`src/rtl/dual_issue_scheduler.sv`:
```
`default_nettype none
// ============================================================================
//  Module      : dual_issue_scheduler
//  Description : Sits between fetch and decode. Buffers up to two non-NOP
//                instructions in program order and issues 0, 1 or 2 of them
//                per cycle. A per-register countdown scoreboard holds back
//                any instruction whose sources are still being produced.
//
//  Ports
//    clk, rst                  clock (rising edge), synchronous active-high reset
//    fetch_valid               fetch offers an instruction pair this cycle
//    fetch_instr1/2            older / younger instruction of the pair
//    fetch_ready               pair is accepted this cycle (independent of fetch_valid)
//    flush                     drop buffered, not-yet-issued instructions
//    issue_valid1/2            registered issue strobes (older / younger slot)
//    issue_instr1/2            registered issued instructions, zero when not valid
//    stall                     oldest buffered entry is blocked this cycle
//    busy_mask                 bit r set while register r has a pending write
//
//  Instruction fields: op[15:12] imm[11] rd[10:8] rs1[7:5] rs2[4:2]
//
//  Revision    : 1.0  initial release
// ============================================================================
module dual_issue_scheduler #(
    parameter int IW      = 16,
    parameter int NREG    = 8,
    parameter int HAZ_LAT = 2
) (
    input  logic            clk,
    input  logic            rst,
    input  logic            fetch_valid,
    input  logic [IW-1:0]   fetch_instr1,
    input  logic [IW-1:0]   fetch_instr2,
    output logic            fetch_ready,
    input  logic            flush,
    output logic            issue_valid1,
    output logic [IW-1:0]   issue_instr1,
    output logic            issue_valid2,
    output logic [IW-1:0]   issue_instr2,
    output logic            stall,
    output logic [NREG-1:0] busy_mask
);

    localparam int                 c_CNT_W = $clog2(HAZ_LAT + 1);
    localparam logic [c_CNT_W-1:0] c_HAZ   = c_CNT_W'(HAZ_LAT);
    localparam logic [c_CNT_W-1:0] c_ONE   = c_CNT_W'(1);

    // ------------------------------------------------------------------
    // Holding buffer: slot0 is always the oldest entry
    // ------------------------------------------------------------------
    logic [IW-1:0] r_slot0;
    logic [IW-1:0] r_slot1;
    logic [1:0]    r_count;

    // Field extraction for both buffered entries
    logic [2:0] w_rd0, w_rs10, w_rs20;
    logic [2:0] w_rd1, w_rs11, w_rs21;
    logic       w_imm0, w_imm1;

    assign w_imm0 = r_slot0[11];
    assign w_rd0  = r_slot0[10:8];
    assign w_rs10 = r_slot0[7:5];
    assign w_rs20 = r_slot0[4:2];
    assign w_imm1 = r_slot1[11];
    assign w_rd1  = r_slot1[10:8];
    assign w_rs11 = r_slot1[7:5];
    assign w_rs21 = r_slot1[4:2];

    // ------------------------------------------------------------------
    // Issue decision (combinational on registered state)
    // ------------------------------------------------------------------
    logic w_blk0;      // slot0 reads a busy register
    logic w_blk1;      // slot1 reads a busy register
    logic w_raw;       // slot1 reads slot0's destination
    logic w_waw;       // slot1 and slot0 write the same register
    logic w_issue0;
    logic w_issue1;
    logic w_all_issue;
    logic w_xfer;
    logic w_do0;       // issue that actually commits (flush overrides)
    logic w_do1;

    // rs2 only counts as a source for register-register forms (imm == 0)
    assign w_blk0 = busy_mask[w_rs10] || (!w_imm0 && busy_mask[w_rs20]);
    assign w_blk1 = busy_mask[w_rs11] || (!w_imm1 && busy_mask[w_rs21]);
    assign w_raw  = (w_rs11 == w_rd0) || (!w_imm1 && (w_rs21 == w_rd0));
    assign w_waw  = (w_rd1 == w_rd0);

    assign w_issue0 = (r_count != 2'd0) && !w_blk0;
    assign w_issue1 = (r_count == 2'd2) && w_issue0 && !w_blk1 && !w_raw && !w_waw;

    // The buffer drains completely this cycle, so a new pair can take its place
    assign w_all_issue = ((r_count == 2'd1) && w_issue0) ||
                         ((r_count == 2'd2) && w_issue1);

    assign fetch_ready = !flush && ((r_count == 2'd0) || w_all_issue);
    assign w_xfer      = fetch_valid && fetch_ready;
    assign stall       = (r_count != 2'd0) && w_blk0;

    assign w_do0 = w_issue0 && !flush;
    assign w_do1 = w_issue1 && !flush;

    // ------------------------------------------------------------------
    // Incoming pair: NOPs are squeezed out so slot0 stays the oldest
    // ------------------------------------------------------------------
    logic w_live1, w_live2;

    assign w_live1 = (fetch_instr1[15:12] != 4'h0);
    assign w_live2 = (fetch_instr2[15:12] != 4'h0);

    always_ff @(posedge clk) begin
        if (rst) begin
            r_count <= 2'd0;
            r_slot0 <= '0;
            r_slot1 <= '0;
        end else if (flush) begin
            r_count <= 2'd0;
        end else if (w_xfer) begin
            // Transfer only happens once the old contents have fully issued
            r_slot0 <= w_live1 ? fetch_instr1 : fetch_instr2;
            r_slot1 <= fetch_instr2;
            r_count <= {1'b0, w_live1} + {1'b0, w_live2};
        end else if (w_issue1) begin
            r_count <= 2'd0;
        end else if (w_issue0) begin
            if (r_count == 2'd2) begin
                r_slot0 <= r_slot1;
                r_count <= 2'd1;
            end else begin
                r_count <= 2'd0;
            end
        end
    end

    // ------------------------------------------------------------------
    // Registered issue outputs
    // ------------------------------------------------------------------
    always_ff @(posedge clk) begin
        if (rst || flush) begin
            issue_valid1 <= 1'b0;
            issue_instr1 <= '0;
            issue_valid2 <= 1'b0;
            issue_instr2 <= '0;
        end else begin
            issue_valid1 <= w_issue0;
            issue_instr1 <= w_issue0 ? r_slot0 : '0;
            issue_valid2 <= w_issue1;
            issue_instr2 <= w_issue1 ? r_slot1 : '0;
        end
    end

    // ------------------------------------------------------------------
    // Scoreboard: one saturating down-counter per register. An issue
    // reloads the destination counter; flush does not stop the decay
    // because already-issued writes are still in flight.
    // ------------------------------------------------------------------
    for (genvar g = 0; g < NREG; g++) begin : g_cnt
        localparam logic [2:0] c_IDX = 3'(g);
        logic [c_CNT_W-1:0] r_cnt;

        always_ff @(posedge clk) begin
            if (rst) begin
                r_cnt <= '0;
            end else if ((w_do0 && (w_rd0 == c_IDX)) || (w_do1 && (w_rd1 == c_IDX))) begin
                r_cnt <= c_HAZ;
            end else if (r_cnt != '0) begin
                r_cnt <= r_cnt - c_ONE;
            end
        end

        assign busy_mask[g] = (r_cnt != '0);
    end

endmodule
`default_nettype wire

```
`config.mk`:
```
export PLATFORM = sky130hd
export DESIGN_NAME = dual_issue_scheduler
export DESIGN_NICKNAME = d
export VERILOG_FILES = /design/src/rtl/dual_issue_scheduler.sv
export SDC_FILE = /design/constraint.sdc
export NUM_CORES = 1
export LEC_CHECK = 0
export ABC_AREA = 1
export CORE_ASPECT_RATIO = 0.5
export CORE_UTILIZATION = 47
export DETAILED_ROUTE_END_ITERATION = 10
export HOLD_SLACK_MARGIN = 0.15
export PLACE_DENSITY_LB_ADDON = 0.2
export REMOVE_ABC_BUFFERS = 1
export SETUP_SLACK_MARGIN = 0.02
export SLEW_MARGIN = 20
export SYNTH_ARGS = -nofsm -noshare
export SYNTH_HDL_FRONTEND = slang
export SYNTH_SLANG_ARGS = --single-unit
```
`constraint.sdc`:
```
create_clock -name clk -period 1.67 [get_ports clk]
set_input_delay 0.334 -clock clk [delete_from_list [all_inputs] [get_ports clk]]
set_output_delay 0.334 -clock clk [all_outputs]
set_load 0.02 [all_outputs]
```
==> impl_metrics.toml, run 1 <==
[outcome]
status = "complete, but fails checks"
violations = "negative setup slack"

[global_routing]
grt_overflow_total = 0
grt_usage_pct = 28.44
grt_pass1_vias = 4292
grt_pass1_wl_mm = 19.45
grt_max_degree = 24
antenna_found_initial = 0

[clock_network]
clk_pin_slew_worst_paths_ns = 0.06
numCtsBuffers = 9
cts_tree = "yes"
insertion_delay_ns = 0.34
clockBufferDepth = 2
cts_max_level = 3
clock-sinks = 84
cts_hold_buf = 0
ctsRootBufferMaster = "clkbuf_16"

[sta]
worstMarginPinSlew_ns = 0.2898
finalClockSkew_ns = 0.007060
finalWorstSetupSlack_ns = -0.5287
fin_hold_ws_ns = 0.4355
fin_tns_setup_ns = -29.57
setup_viol_count_final = 87
period_minus_slack_ns = 2.199
relSlewSlack_pct = 80.52
fmax_mhz = 454.8
maxSlewViolCount = 0
rsz0062_at_grt = "yes"
fin_crit_sh_pct = 131.7
hold_viol = 0

[yosys]
ys_warn_count = 0
avgSynthCellArea_sq_um = 6.968
async_flop_share_pct = 0
ys_seq_elements = 84
synth_area_sq_um = 4028
ys.flop_type = "dfxtp_1"
syn_inst = 578
seq_area_frac_synth_pct = 41.75
synth_edf_count = 0
yosys.cell_types.count = 33

[setup_path]
crit_top_cell = "nand3_1"
startpoint_type = "flop"
r2r-start = "g_cnt[7].r_cnt[1]$_SDFFE_PP0P_"
critPathMaxFanout = 5
crit_chain = "nor2_4 -> nand2_1 -> nand3_1 -> nand3_1 -> nand3_1 -> nand2_4 -> nor2_4 -> nand2_4 -> nand2_8 -> buf_6"
end_kind = "output pin"
crit_type = "reg -> out"
reg2reg_slack_ns = -0.51
cp_slowest_cell = "dfxtp_2"
required_ns = 1.34
rr_endpoint = "r_slot0[11]$_SDFFE_PP0P_"
max_stage_delay_ns = 0.33
reg2reg_depth = 16
crit_arrival_ns = 1.86

[min_path]
hold_depth = 2
hold_end = "issue_instr1[12]$_SDFF_PP0_"
hp-class = "reg -> reg"
worst_hold_startpoint = "r_slot0[12]$_SDFFE_PP0P_"

[floorplan]
pin_count = 80
die_h_um = 67.46
num_rows = 23
die_area_sq_um = 8966
die_x_um = 132.9
core_area_sq_um = 8144
start_util_pct = 49.45

[finish]
areaGrowthSynthToFinish_pct = 56.91
finish.net_count = 794
final_cell_mix = "nand2_1 (145), buf_4 (92), dfxtp_1 (72)"
antenna_cells = 0
layout_commonest_cell = "nand2_1"
stdcell_count = 873
drive_above_1_share_pct = 32.46

[flow_run]
drv_cap = 0

[placement]
placed_cells = 841
port_buffers = 79
place_hpwl_mm = 7.926
place_congestion = 0.8958

[drt]
drt_wl_total_mm = 13.03
dr.pass1.iters = 5
vias = 4428
routed_via_density = 5.072
remaining_drc_errors = 0
first_iter_violations = 328
drt-wirelength-per-cell_um = 14.93
ant_nets = 0

[power_and_ir_drop]
max-vdd-ir-drop_mv = 0.5955
p_leak_nw = 3.062
p_per_area_nw_per_um2 = 804.4
total_power_mw = 5.083
Yosys cell counts (2+ instances only):
library cell | n | area (sq um)
a21oi_1 | 16 | 80.08
o21ai_0 | 9 | 45.04
buf_6 | 5 | 56.30
clkbuf_1 | 7 | 26.28
nand4_1 | 10 | 62.56
nor2_2 | 7 | 43.79
nand3_1 | 61 | 305.3
nor2_4 | 5 | 56.30
nor2_1 | 71 | 266.5
o21ai_1 | 9 | 45.04
xnor2_1 | 3 | 26.28
inv_1 | 63 | 236.5
mux2_2 | 12 | 135.1
dfxtp_1 | 84 | 1682
and3_1 | 7 | 43.79
nand2_8 | 2 | 40.04
buf_2 | 9 | 45.04
inv_2 | 15 | 56.30
buf_4 | 4 | 30.03
nor3_1 | 7 | 35.03
nand2_1 | 160 | 600.6
critical path, delay by kind of cell (launching register included):
kind / cells / cell delay [ns]
buffers and inverters: 1 / 0.11
flip-flops: 1 / 0.33
AND/OR/NAND/NOR: 9 / 1.08
per-layer routing:
layer	vias up	wire [um]	track usage [%]
li1	2166	-	-
met1	2062	5515	32.92
met2	184	6302	52.62
met3	16	1079	6.682
met4	0	134	10.34
met5	-	0	0
flip-flops by register name, summed over array words and instances (netlist names):
register      cells
r_slot0          16
r_count           2
issue_instr1     16
g_cnt.r_cnt      16
issue_valid2      1
issue_instr2     16
issue_valid1      1
r_slot1          16
power by group:
group | switching (mW) | total (mW) | internal, mW
Combinational | 0.527 | 0.997 | 0.470
Clock | 0.781 | 1.96 | 1.18
Sequential | 0.0561 | 2.12 | 2.07
Total | 1.36 | 5.08 | 3.72
final cells by class:
| type | instances | area, sq um |
|---|---|---|
| flip-flops and latches | 84 | 1697 |
| inverters | 79 | 309.0 |
| multi-input cells | 393 | 2171 |
| clock buffers | 10 | 239.0 |
| fillers | 550 | 1824 |
| clock inverters | 5 | 52.55 |
| repair inverters | 1 | 6.256 |
| repair buffers | 189 | 1705 |
| well taps | 112 | 140.1 |
worst max-delay path by stage:
stage / start / endpoint / slack, ns
2_1_floorplan: r_slot0[10]$_SDFFE_PP0P_ / r_slot0[12]$_SDFFE_PP0P_ / -0.78
3_3_place_gp: flush / fetch_ready / -0.66
3_5_place_dp: flush / fetch_ready / -0.68
4_1_cts: g_cnt[7].r_cnt[0]$_SDFFE_PP0P_ / fetch_ready / -0.45
5_1_grt: g_cnt[7].r_cnt[1]$_SDFFE_PP0P_ / r_slot0[11]$_SDFFE_PP0P_ / -0.61
6_report: g_cnt[7].r_cnt[1]$_SDFFE_PP0P_ / fetch_ready / -0.53
cells by family (layout without fill, tap and decap cells):
group	after synthesis	after routing	share of synthesized area (%)
XOR/XNOR	4	4	0.8700
flip-flops	84	84	41.75
buffers and inverters	105	284	11.43
AO/OA/AOI/OAI	38	38	5.343
adder cells (fa/ha/maj)	1	1	0.3106
multiplexers	12	12	3.355
AND/OR/NAND/NOR	334	338	36.94
stage by stage:
step / cell area [sq um] / util (%) / worst slack (ns)
global placement: 5587 / 68.60 / -0.6579
finish: 6320 / 77.60 / -0.5287
global route: 6320 / 77.60 / -0.6122
CTS: 6175 / 75.82 / -0.4486
floorplan: 3866 / - / -0.7847
detailed placement: 5587 / 68.60 / -0.6807
timing repair:
item / in CTS / in global routing
buffers inserted: 8 / 5
gates cloned: 4 / 1
pin swaps: 14 / 23
endpoints found under the setup margin: 94 / 93
resized for setup: 91 / 57
No activity file was read; power rests on OpenSTA's default activity.
==> inputs of run 2 (changes only) <==
--- a/config.mk
+++ b/config.mk
@@ -6,10 +6,10 @@
 export NUM_CORES = 1
 export LEC_CHECK = 0
 export ABC_AREA = 1
-export CORE_ASPECT_RATIO = 0.5
+export CORE_ASPECT_RATIO = 0.8
 export CORE_UTILIZATION = 47
 export DETAILED_ROUTE_END_ITERATION = 10
-export HOLD_SLACK_MARGIN = 0.15
+export HOLD_SLACK_MARGIN = 0.05
 export PLACE_DENSITY_LB_ADDON = 0.2
 export REMOVE_ABC_BUFFERS = 1
 export SETUP_SLACK_MARGIN = 0.02
==> impl_metrics.toml, run 2 (synthesized netlist as in run 1, its figures left out) <==
[finish]
fill_cells = 433
antenna_cells = 0
final_cell_mix = "nand2_1 (124), buf_4 (106), dfxtp_1 (57)"
finish.net_count = 818
areaGrowthSynthToFinish_pct = 68.69
drive_above_1_share_pct = 42.17
final_util_pct = 83.59
stdcell_count = 893
layout_commonest_cell = "nand2_1"

[floorplan]
pin_count = 80
die_area_sq_um = 8946
die_h_um = 84.80
num_rows = 29
core_area_sq_um = 8128
die_x_um = 105.5
start_util_pct = 49.55

[sta]
finalWorstSetupSlack_ns = -0.8302
fmax_mhz = 400.0
period_minus_slack_ns = 2.500
finalClockSkew_ns = 0.01397
fin_tns_setup_ns = -51.95
fin_crit_sh_pct = 149.7
worstMarginPinSlew_ns = 0.7386
rsz0062_at_grt = "yes"
hold_viol = 0
maxSlewViolCount = 0
setup_viol_count_final = 87
relSlewSlack_pct = 50.61

[setup_path]
crit_type = "reg -> reg"
end_kind = "flop"
required_ns = 1.97
crit_arrival_ns = 2.80
startpoint_type = "flop"
critPathMaxFanout = 10

[placement]
port_buffers = 79
placed_cells = 842
place_hpwl_mm = 8.829
dp_slack_ns = -0.6569
place_congestion = 0.9225

[power_and_ir_drop]
p_per_area_nw_per_um2 = 730.8
p_leak_nw = 3.428
max-vdd-ir-drop_mv = 0.7397

[clock_network]
cts_max_level = 3
clk_pin_slew_worst_paths_ns = 0.09
clock-sinks = 84
cts_tree = "yes"
insertion_delay_ns = 0.39
clockBufferDepth = 2
cts_hold_buf = 0
numCtsBuffers = 9
ctsRootBufferMaster = "clkbuf_8"

[global_routing]
grt_max_degree = 26
grt_pass1_wl_mm = 21.34
grt_overflow_total = 0
grt_pass1_vias = 4609
grt_usage_pct = 30.69
antenna_found_initial = 0

[drt]
drt-wirelength-per-cell_um = 20.75
drt_wl_total_mm = 18.53
vias = 5247
routed_via_density = 5.876
first_iter_violations = 560
remaining_drc_errors = 0
ant_nets = 0
dr.pass1.iters = 6

[outcome]
status = "complete, but fails checks"
violations = "negative setup slack"

[flow_run]
drv_cap = 0

[min_path]
hp-class = "reg -> reg"
==> run 2: changes by cell type in the layout (fill, tap and decap cells not counted), moves of 10 or more <==
| cell | delta |
|---|---|
| nand3_1 | -10 |
| nand2_1 | -21 |
| clkdlybuf4s50_1 | -15 |
| clkbuf_8 | +10 |
| dlymetal6s2s_1 | +11 |
| nand2_2 | +22 |
| dfxtp_1 | -15 |
| buf_4 | +14 |
==> run 2: critical path: stages (launching register included) <==
cell	delay (ns)
dfxtp_2	0.35
nor2_4	0.24
inv_2	0.09
nand2_2	0.09
nand3_2	0.07
nand2_2	0.07
nand2_2	0.06
nand2_4	0.08
nand2_4	0.08
nor2_4	0.19
nand2_4	0.14
buf_8	0.16
a21boi_4	0.20
buf_6	0.15
clkbuf_16	0.16
nand2_1	0.06
a21oi_2	0.20
==> run 2: path summary, 6_finish.rpt <==
kind                                  start                          to  slack, ns  cells after the start
max          g_cnt[2].r_cnt[1]$_SDFFE_PP0P_     r_slot1[3]$_SDFFE_PP0P_      -0.83                     16
min                 r_slot1[0]$_SDFFE_PP0P_  issue_instr2[0]$_SDFF_PP0_       0.45                      2
min reg2reg         r_slot1[0]$_SDFFE_PP0P_  issue_instr2[0]$_SDFF_PP0_       0.45                      2
max reg2reg  g_cnt[2].r_cnt[1]$_SDFFE_PP0P_     r_slot1[3]$_SDFFE_PP0P_      -0.83                     16
==> run 2: repair_timing <==
item                                    in CTS  in global routing
gates resized for setup                    101                150
setup buffers                                9                 21
endpoints found under the setup margin      98                103
cloned                                       3                  4
pin swaps                                   21                 41
==> run 2: power by group <==
| part | internal (mW) | switching (mW) | total, mW |
|---|---|---|---|
| Sequential | 2.06 | 0.0632 | 2.12 |
| Clock | 0.763 | 0.814 | 1.58 |
| Combinational | 0.564 | 0.700 | 1.26 |
==> run 2: layout make-up <==
cell class	instances	area, sq um	share of cell area, %
flip-flops and latches	84	1733	25.51
inverters	79	320.3	4.715
well taps	108	135.1	1.989
repair buffers	215	2051	30.18
clock inverters	4	48.80	0.7182
multi-input cells	392	2355	34.66
clock buffers	11	151.4	2.228
==> run 2: metal layers <==
layer	global-route usage, %	up-vias	part of all wire [%]
li1	-	2210	-
met1	35.60	2401	34
met2	54.67	473	47
met3	5.978	163	12
met4	14.39	0	7.5
met5	0	-	0
==> run 2: stage by stage <==
| step | hold slack (ns) | instance area (sq um) | total power [mW] |
|---|---|---|---|
| floorplan | 0.4031 | 3866 | 2.562 |
| global placement | 0.4176 | 5632 | 2.974 |
| detailed placement | 0.4200 | 5632 | 2.999 |
| CTS | 0.4329 | 6126 | 4.568 |
| global route | 0.4777 | 6794 | 5.102 |
| finish | 0.4540 | 6794 | 4.965 |
==> inputs of run 3 (changes only) <==
--- a/config.mk
+++ b/config.mk
@@ -7,6 +7,7 @@
 export LEC_CHECK = 0
 export ABC_AREA = 1
 export CORE_ASPECT_RATIO = 0.8
+export CORE_MARGIN = 4
 export CORE_UTILIZATION = 47
 export DETAILED_ROUTE_END_ITERATION = 10
 export HOLD_SLACK_MARGIN = 0.05
==> impl_metrics.toml, run 3 (synthesized netlist as in run 1, its figures left out) <==
[power_and_ir_drop]
p_per_area_nw_per_um2 = 751.1
total_power_mw = 4.854
p_leak_nw = 3.248
max-vdd-ir-drop_mv = 0.5748

[floorplan]
die_h_um = 90.80
die_x_um = 111.5
pin_count = 80
num_rows = 29
start_util_pct = 49.55
die_area_sq_um = 10120
core_area_sq_um = 8128

[placement]
placed_cells = 839
dp_slack_ns = -0.6786
port_buffers = 79
postPlaceCellArea_sq_um = 5609
place_hpwl_mm = 8.917
place_congestion = 0.9284

[sta]
fin_hold_ws_ns = 0.4525
worstMarginPinSlew_ns = 0.5011
relSlewSlack_pct = 66.49
fin_tns_setup_ns = -34.70
finalWorstSetupSlack_ns = -0.5865
fin_crit_sh_pct = 135.1
rsz0062_at_grt = "yes"
maxSlewViolCount = 0
setup_viol_count_final = 87
hold_viol = 0
fmax_mhz = 443.2
finalClockSkew_ns = 0.01449
period_minus_slack_ns = 2.257

[setup_path]
critPathMaxFanout = 5
crit_type = "reg -> reg"
crit_arrival_ns = 2.56
startpoint_type = "flop"
end_kind = "flop"
required_ns = 1.97

[drt]
drt_wl_total_mm = 14.86
wl_met3_mm = 1.336
route.met2.wl_mm = 7.387
top_layer = "met4"
ant_nets = 0
vias = 4725
first_iter_violations = 444
dr.pass1.iters = 5
routed_via_density = 5.406
remaining_drc_errors = 0
m1WireLength_mm = 5.563
drt-wirelength-per-cell_um = 17.00

[global_routing]
grt_pass1_vias = 4386
grt_overflow_total = 0
grt_usage_pct = 24.87
grt_pass1_wl_mm = 20.47
antenna_found_initial = 0
grt_max_degree = 26

[outcome]
violations = "negative setup slack"
status = "complete, but fails checks"

[clock_network]
cts_tree = "yes"
clk_pin_slew_worst_paths_ns = 0.09
cts_max_level = 3
cts_hold_buf = 0
ctsRootBufferMaster = "clkbuf_8"
clock-sinks = 84
insertion_delay_ns = 0.37
numCtsBuffers = 9
clockBufferDepth = 2

[finish]
stdcell_count = 874
areaGrowthSynthToFinish_pct = 60.45
layout_commonest_cell = "nand2_1"
final_cell_mix = "nand2_1 (130), buf_4 (96), dfxtp_1 (71)"
fill_cells = 509
finish.net_count = 798
antenna_cells = 0
drive_above_1_share_pct = 37.08
final_util_pct = 79.51
fin_area_sq_um = 6462

[min_path]
hp-class = "reg -> reg"

[flow_run]
drv_cap = 0
run 3: cell type report:
type / instances / area [sq um] / share of cell area (%)
sequential: 84 / 1705 / 26.39
inverter: 79 / 315.3 / 4.879
timing repair buffer: 196 / 1851 / 28.63
clock inverter: 6 / 88.84 / 1.375
tap: 108 / 135.1 / 2.091
multi-input combinational: 390 / 2232 / 34.54
clock buffer: 10 / 127.6 / 1.975
timing repair inverter: 1 / 7.507 / 0.1162
run 3: where the power goes:
group	internal (mW)	switching, mW
registers	2.06	0.0577
clock network	0.843	0.782
logic	0.519	0.590
run 3: path summary, 6_finish.rpt:
check                                 startpoint                           to  slack, ns  cells after the start
setup / recovery  g_cnt[2].r_cnt[1]$_SDFFE_PP0P_      r_slot0[4]$_SDFFE_PP0P_      -0.59                     18
hold / removal          r_slot1[13]$_SDFFE_PP0P_  issue_instr2[13]$_SDFF_PP0_       0.45                      2
setup reg to reg  g_cnt[2].r_cnt[1]$_SDFFE_PP0P_      r_slot0[4]$_SDFFE_PP0P_      -0.59                     18
hold reg to reg         r_slot1[13]$_SDFFE_PP0P_  issue_instr2[13]$_SDFF_PP0_       0.45                      2
run 3: repair_timing:
action,CTS,global route
pin swaps,7,29
gates cloned,3,3
resized for setup,81,109
endpoints found under the setup margin,95,103
setup buffers,6,7
run 3: critical path: stages, from the launching register on:
cell and delay (ns):
dfxtp_2 0.34, nor2_4 0.18, inv_2 0.06, nand2_1 0.06, nand3_1 0.07, nand2_1 0.08
nand2_1 0.07, nand2_2 0.10, nand2_4 0.08, nor2_4 0.14, nand2_4 0.10, buf_6 0.15
a21boi_4 0.16, buf_12 0.15, buf_12 0.13, nand2_4 0.05, nand2_2 0.08, inv_2 0.06
nor2_1 0.12
run 3: layer usage:
layer	GRT usage [%]	vias to the layer above
met2	43.78	263
met1	29.99	2235
met4	6.890	0
met3	6.430	57
met5	0	-
li1	-	2170
